**src/rtl/free_list_ctrl.sv**
```systemverilog
// Physical-register free list for the rename stage.
// A circular FIFO of unmapped physical tags. Up to two tags are handed to the
// RAT per cycle (INT slot, LS slot). Up to two tags come back from the ROB.
// The dispatch pair is granted all-or-nothing, so the two slots stay in order.
module free_list_ctrl #(
  parameter int PHYS_REGS = 64,
  parameter int ARCH_REGS = 32,
  parameter int DEPTH     = 32,
  localparam int TAG_W    = $clog2(PHYS_REGS),
  localparam int PTR_W    = $clog2(DEPTH),
  localparam int CNT_W    = $clog2(DEPTH) + 1
) (
  input  logic             clk,
  input  logic             res_n,
  input  logic             req_int_rat2fl,
  input  logic             req_ls_rat2fl,
  output logic [TAG_W-1:0] tag_int_fl2rat,
  output logic [TAG_W-1:0] tag_ls_fl2rat,
  output logic             grant_fl2rat,
  output logic             stall_fl2id,
  input  logic             free0_valid_rob2fl,
  input  logic [TAG_W-1:0] free0_tag_rob2fl,
  input  logic             free1_valid_rob2fl,
  input  logic [TAG_W-1:0] free1_tag_rob2fl,
  output logic [CNT_W-1:0] count_fl,
  output logic             overflow_err
);

  localparam logic [CNT_W-1:0] DEPTH_C = CNT_W'(DEPTH);

  logic [TAG_W-1:0] mem_q [DEPTH];
  logic [TAG_W-1:0] mem_d [DEPTH];
  logic [PTR_W-1:0] head_q, head_d;
  logic [PTR_W-1:0] tail_q, tail_d;
  logic [CNT_W-1:0] count_q, count_d;
  logic             ovf_q, ovf_d;

  logic [PTR_W-1:0] head_p1;
  logic [PTR_W-1:0] tail_p1;
  logic [1:0]       n_req;
  logic [1:0]       n_alloc;
  logic             grant;
  logic             f0_ok, f1_ok;
  logic             acc0, acc1;
  logic [1:0]       n_acc;
  logic [CNT_W-1:0] count_after_alloc;
  logic [CNT_W-1:0] space;
  logic [CNT_W-1:0] space_after0;
  logic             drop;

  // Tag offer and all-or-nothing grant, straight from the current head.
  always_comb begin
    head_p1        = head_q + PTR_W'(1);
    n_req          = {1'b0, req_int_rat2fl} + {1'b0, req_ls_rat2fl};
    grant          = (count_q >= CNT_W'(n_req));
    n_alloc        = grant ? n_req : 2'd0;
    tag_int_fl2rat = mem_q[head_q];
    tag_ls_fl2rat  = req_int_rat2fl ? mem_q[head_p1] : mem_q[head_q];
    grant_fl2rat   = grant;
    stall_fl2id    = (n_req != 2'd0) && !grant;
  end

  // Free acceptance. Space is measured after this cycle's allocation, and
  // free0 has priority over free1 for the last slot. Tag 0 is never recycled.
  always_comb begin
    tail_p1           = tail_q + PTR_W'(1);
    f0_ok             = free0_valid_rob2fl && (free0_tag_rob2fl != '0);
    f1_ok             = free1_valid_rob2fl && (free1_tag_rob2fl != '0);
    count_after_alloc = count_q - CNT_W'(n_alloc);
    space             = DEPTH_C - count_after_alloc;
    acc0              = f0_ok && (space != '0);
    space_after0      = space - CNT_W'(acc0);
    acc1              = f1_ok && (space_after0 != '0);
    n_acc             = {1'b0, acc0} + {1'b0, acc1};
    drop              = (f0_ok && !acc0) || (f1_ok && !acc1);
  end

  // Next-state: storage writes at tail, pointer and count updates.
  // Freed tags land in storage only at the edge, so there is no bypass
  // from a same-cycle free to the offer.
  always_comb begin
    mem_d = mem_q;
    if (acc0) begin
      mem_d[tail_q] = free0_tag_rob2fl;
    end
    if (acc1) begin
      if (acc0) begin
        mem_d[tail_p1] = free1_tag_rob2fl;
      end else begin
        mem_d[tail_q] = free1_tag_rob2fl;
      end
    end
    head_d  = head_q + PTR_W'(n_alloc);
    tail_d  = tail_q + PTR_W'(n_acc);
    count_d = count_after_alloc + CNT_W'(n_acc);
    ovf_d   = ovf_q || drop;
  end

  // State registers; reset loads the unmapped tags ARCH_REGS.. in order.
  always_ff @(posedge clk or negedge res_n) begin
    if (!res_n) begin
      for (int i = 0; i < DEPTH; i++) begin
        mem_q[i] <= TAG_W'(ARCH_REGS + i);
      end
      head_q  <= '0;
      tail_q  <= '0;
      count_q <= DEPTH_C;
      ovf_q   <= 1'b0;
    end else begin
      mem_q   <= mem_d;
      head_q  <= head_d;
      tail_q  <= tail_d;
      count_q <= count_d;
      ovf_q   <= ovf_d;
    end
  end

  assign count_fl     = count_q;
  assign overflow_err = ovf_q;

endmodule

```
**config.mk**
```make
export PLATFORM = sky130hd
export DESIGN_NAME = free_list_ctrl
export DESIGN_NICKNAME = d
export VERILOG_FILES = /design/src/rtl/free_list_ctrl.sv
export SDC_FILE = /design/constraint.sdc
export NUM_CORES = 1
export LEC_CHECK = 0
export CORE_MARGIN = 5
export CORE_UTILIZATION = 35
export DETAILED_ROUTE_END_ITERATION = 10
export GPL_TIMING_DRIVEN = 0
export PLACE_DENSITY = 0.49
export SYNTH_ARGS = -nofsm -noshare
export SYNTH_HDL_FRONTEND = slang
export SYNTH_SLANG_ARGS = --single-unit
```
**constraint.sdc**
```tcl
create_clock -name clk -period 6.9 [get_ports clk]
set_clock_uncertainty 0.1 [all_clocks]
set_input_delay 1.035 -clock clk [delete_from_list [all_inputs] [get_ports clk]]
set_output_delay 1.035 -clock clk [all_outputs]
set_load 0.01 [all_outputs]
```
==> flow_summary.yaml <==
run_status:
  outcome: "completed"
route:
  wl_per_cell_um: 31.1
  drt_pass1_iterations: 6
  drc_errors: 0
  drt-initial-drc-count: 1993
  vias: 15688
  viasPerCell: 6.64
  routed_wl_um: 73600
  ant_nets: 0
yosys:
  synth.distinct_cells: 52
  syn_nets: 1643
  syn_area_per_cell_um2: 10.8
  syn_inst: 1606
  ys.flop_type: "dfstp_2"
  syn_area_um2: 17300
  ys_seq_area_share_pct: 31.0
  synthArstFlopShare_pct: 100
  synth_edf_count: 0
  ys_warn_count: 0
  ys_ff_latch: 209
critical_path:
  cpLargestDelayFamily: "adder cells"
  cpMaxStageDelayCell: "clkdlybuf4s50_1"
  slowest_delay_ns: 0.51
  critPathKind: "in2reg"
  crit_required_ns: 7.25
  cp.arrival_ns: 6.93
  critPathCaptureType: "flip-flop"
  rrSetupSlack_ns: 1.40
  cp_common_cell: "ha_1"
  r2r-start: "count_fl[0]"
  start_kind: "input pin"
  path_buf_inv: 6
  path_max_fanout: 11
  crit_start: "req_int_rat2fl"
cts:
  htree_num_levels: 1
  clock_latency_ns: 0.58
  root_buffer: "clkbuf_16"
  clk_path_buf_depth: 3
  clk_pin_slew_ns: 0.06
  clock-sinks: 209
  cts_tree: "yes"
  cts_buffers: 28
worst_hold_path:
  holdCritPathClass: "in2async"
global_route:
  grt_antenna_before_repair: 2
  gr-total-overflow: 0
  grt_pass1_wl_um: 106000
  grt_max_degree: 106
  grt_usage_pct: 26.3
  grt_pass1_vias: 15040
power_and_ir_drop:
  power_density_nw_per_um2: 557
  vdd_drop_max_mv: 0.221
  power_leakage_nw: 7.26
cells_and_area:
  final_nets: 1714
  antennaDiodeCount: 0
  layout-drive-gt1-share_pct: 24.9
  final_core_util_pct: 40.2
  area_delta_synth_final_pct: 13.3
die:
  die-area_um2: 54100
  fp.dieH_um: 233
  rows: 81
  start_util_pct: 35.4
  core-area_um2: 49000
  die_w_um: 233
  pin_count: 39
timing:
  fmax_ghz: 0.152
  tightest_slew_ns: 1.13
  final_hold_viol_count: 0
  slew_headroom_pct: 24.5
  slew_viol_final: 0
  setup_viol: 0
  fin_crit_ns: 6.58
  fin_crit_sh_pct: 95.4
  holdWs_ns: 0.362
  rsz0062_at_grt: "false"
placed_design:
  dpl.hpwl_um: 50800
  portBuffers: 32
  gp_congestion: 0.974
run:
  max_cap_viol_count: 0
registers in the layout (all words and copies together) (netlist names):
signal	count
count_fl	6
head_q	5
mem_q	192
overflow_err	1
tail_q	5
logic make-up after synthesis:
logic type	Yosys count	share of synthesized area, %
buffers and inverters	220	5.73
multiplexers	323	27.3
adder cells (fa/ha/maj)	19	1.46
flip-flops	209	31.0
AO/OA/AOI/OAI	410	19.2
XOR/XNOR	20	1.01
AND/OR/NAND/NOR	405	14.4
cell usage after synthesis, types with 6 or more instances:
master / count / area [µm²]
xor2_1: 6 / 52.6
a21oi_1: 6 / 30.0
o22ai_1: 6 / 37.5
clkbuf_1: 119 / 447
buf_2: 56 / 280
o21ai_0: 6 / 30.0
mux2_2: 6 / 67.6
inv_1: 14 / 52.6
nor3_4: 26 / 423
and2_1: 11 / 68.8
buf_6: 10 / 113
dfstp_2: 113 / 2970
ha_1: 17 / 213
a22oi_1: 193 / 1450
nand3_1: 6 / 30.0
nand2_1: 47 / 176
mux2i_1: 197 / 1970
buf_4: 6 / 45.0
buf_1: 14 / 52.6
nor2_1: 86 / 323
dfrtp_1: 96 / 2400
xnor2_1: 14 / 123
a221oi_1: 186 / 1630
nor2b_1: 189 / 1180
mux4_2: 120 / 2700
repair_timing:
action | 4_1_cts | 5_1_grt
pin swaps | 0 | 6
setup buffers | 4 | 3
setup endpoints to repair | 201 | 7
resized for setup | 16 | 6
gates cloned | 0 | 1
hold buffers | 0 | 0
final timing paths:
| path | endpoint | depth (start not counted) |
|---|---|---|
| worst max-delay path | tail_q[4] | 29 |
| worst min-delay path | count_fl[2] | 2 |
| worst max register to register | tail_q[4] | 26 |
| worst min register to register | overflow_err | 1 |
| max in group asynchronous | mem_q[106] | 3 |
| min in group clk | overflow_err | 1 |
power by group:
| group | internal, mW | switching [mW] | leakage [nW] | total [mW] |
|---|---|---|---|---|
| sequential | 2.09 | 0.881 | 2.35 | 2.97 |
| clock | 0.873 | 0.620 | 0.456 | 1.49 |
| combinational | 3.16 | 3.32 | 4.45 | 6.48 |
| total | 6.13 | 4.82 | 7.26 | 10.9 |
worst register-to-register path, cell delays in order (launching register included):
cell and delay [ns]:
dfrtp_1 0.35, inv_1 0.06, ha_1 0.29, o21ai_1 0.14
nand3_1 0.13, and2_1 0.21, ha_1 0.23, fa_2 0.47
nor3b_2 0.23, xnor2_2 0.26, a211oi_2 0.11, a221o_2 0.41
inv_4 0.15, buf_12 0.16, ha_1 0.16, xor2_1 0.18
xnor2_1 0.14, nand3b_1 0.13, a21oi_4 0.18, buf_12 0.12
nor2_1 0.05, ha_1 0.34, ha_1 0.22, ha_1 0.19
a21oi_2 0.16, nor2_1 0.07, xor2_1 0.14
layout by cell type, fill, tap and decap left out, types with 3 or more instances in the layout:
master and n:
nor2b_1 189, inv_1 13, mux2_2 6, o31ai_1 3, mux2i_1 197, and2_1 11, xnor2_1 12, buf_1 14
nand3b_1 4, or2_2 5, buf_4 12, a221oi_1 186, clkbuf_8 11, clkinv_2 4, buf_6 9, clkdlybuf4s50_1 31
nor3_2 7, nand2_1 46, o21ai_0 4, buf_2 55, or3_1 3, a21oi_2 3, nor2_1 86, dfstp_2 113
xor2_1 6, dfrtp_1 96, nand3_1 6, or4_1 3, clkbuf_16 30, mux4_2 120, o22ai_1 6, a21oi_1 3
clkbuf_1 127, nor3_4 27, a22oi_1 193, ha_1 17
routing by layer:
metal	global-route usage (%)	vias to the layer above	part of all wire [%]
met3	4.75	209	8.7
met4	11.7	4	5.5
met2	40.4	874	44
met1	36.4	8109	41
met5	0	-	0.029
li1	-	6492	-
stage by stage:
| step | TNS [ns] | instance area, µm² | total power, mW | worst slack (ns) | instances |
|---|---|---|---|---|---|
| finish | 0 | 19700 | 10.9 | 0.316 | 2363 |
| global route | 0 | 19700 | 11.4 | 0.00706 | 2363 |
| CTS | 0 | 19600 | 10.8 | 0.0452 | 2360 |
| detailed placement | -172.38 | 18600 | 9.19 | -1.73 | 2304 |
| global placement | -944.06 | 18500 | 9.12 | -5.43 | 2302 |
| floorplan | 0 | 17400 | 6.99 | 0.0826 | 1606 |
final cells by class:
cell class | instances | area, µm²
fillers | 4796 | 29300
multi-input cells | 1177 | 11100
flip-flops and latches | 209 | 5370
plain buffers | 204 | 963
clock buffers | 48 | 897
well taps | 664 | 831
repair buffers | 42 | 458
inverters | 15 | 62.6
clock inverters | 4 | 20.0
(Power assumes the default switching activity.)
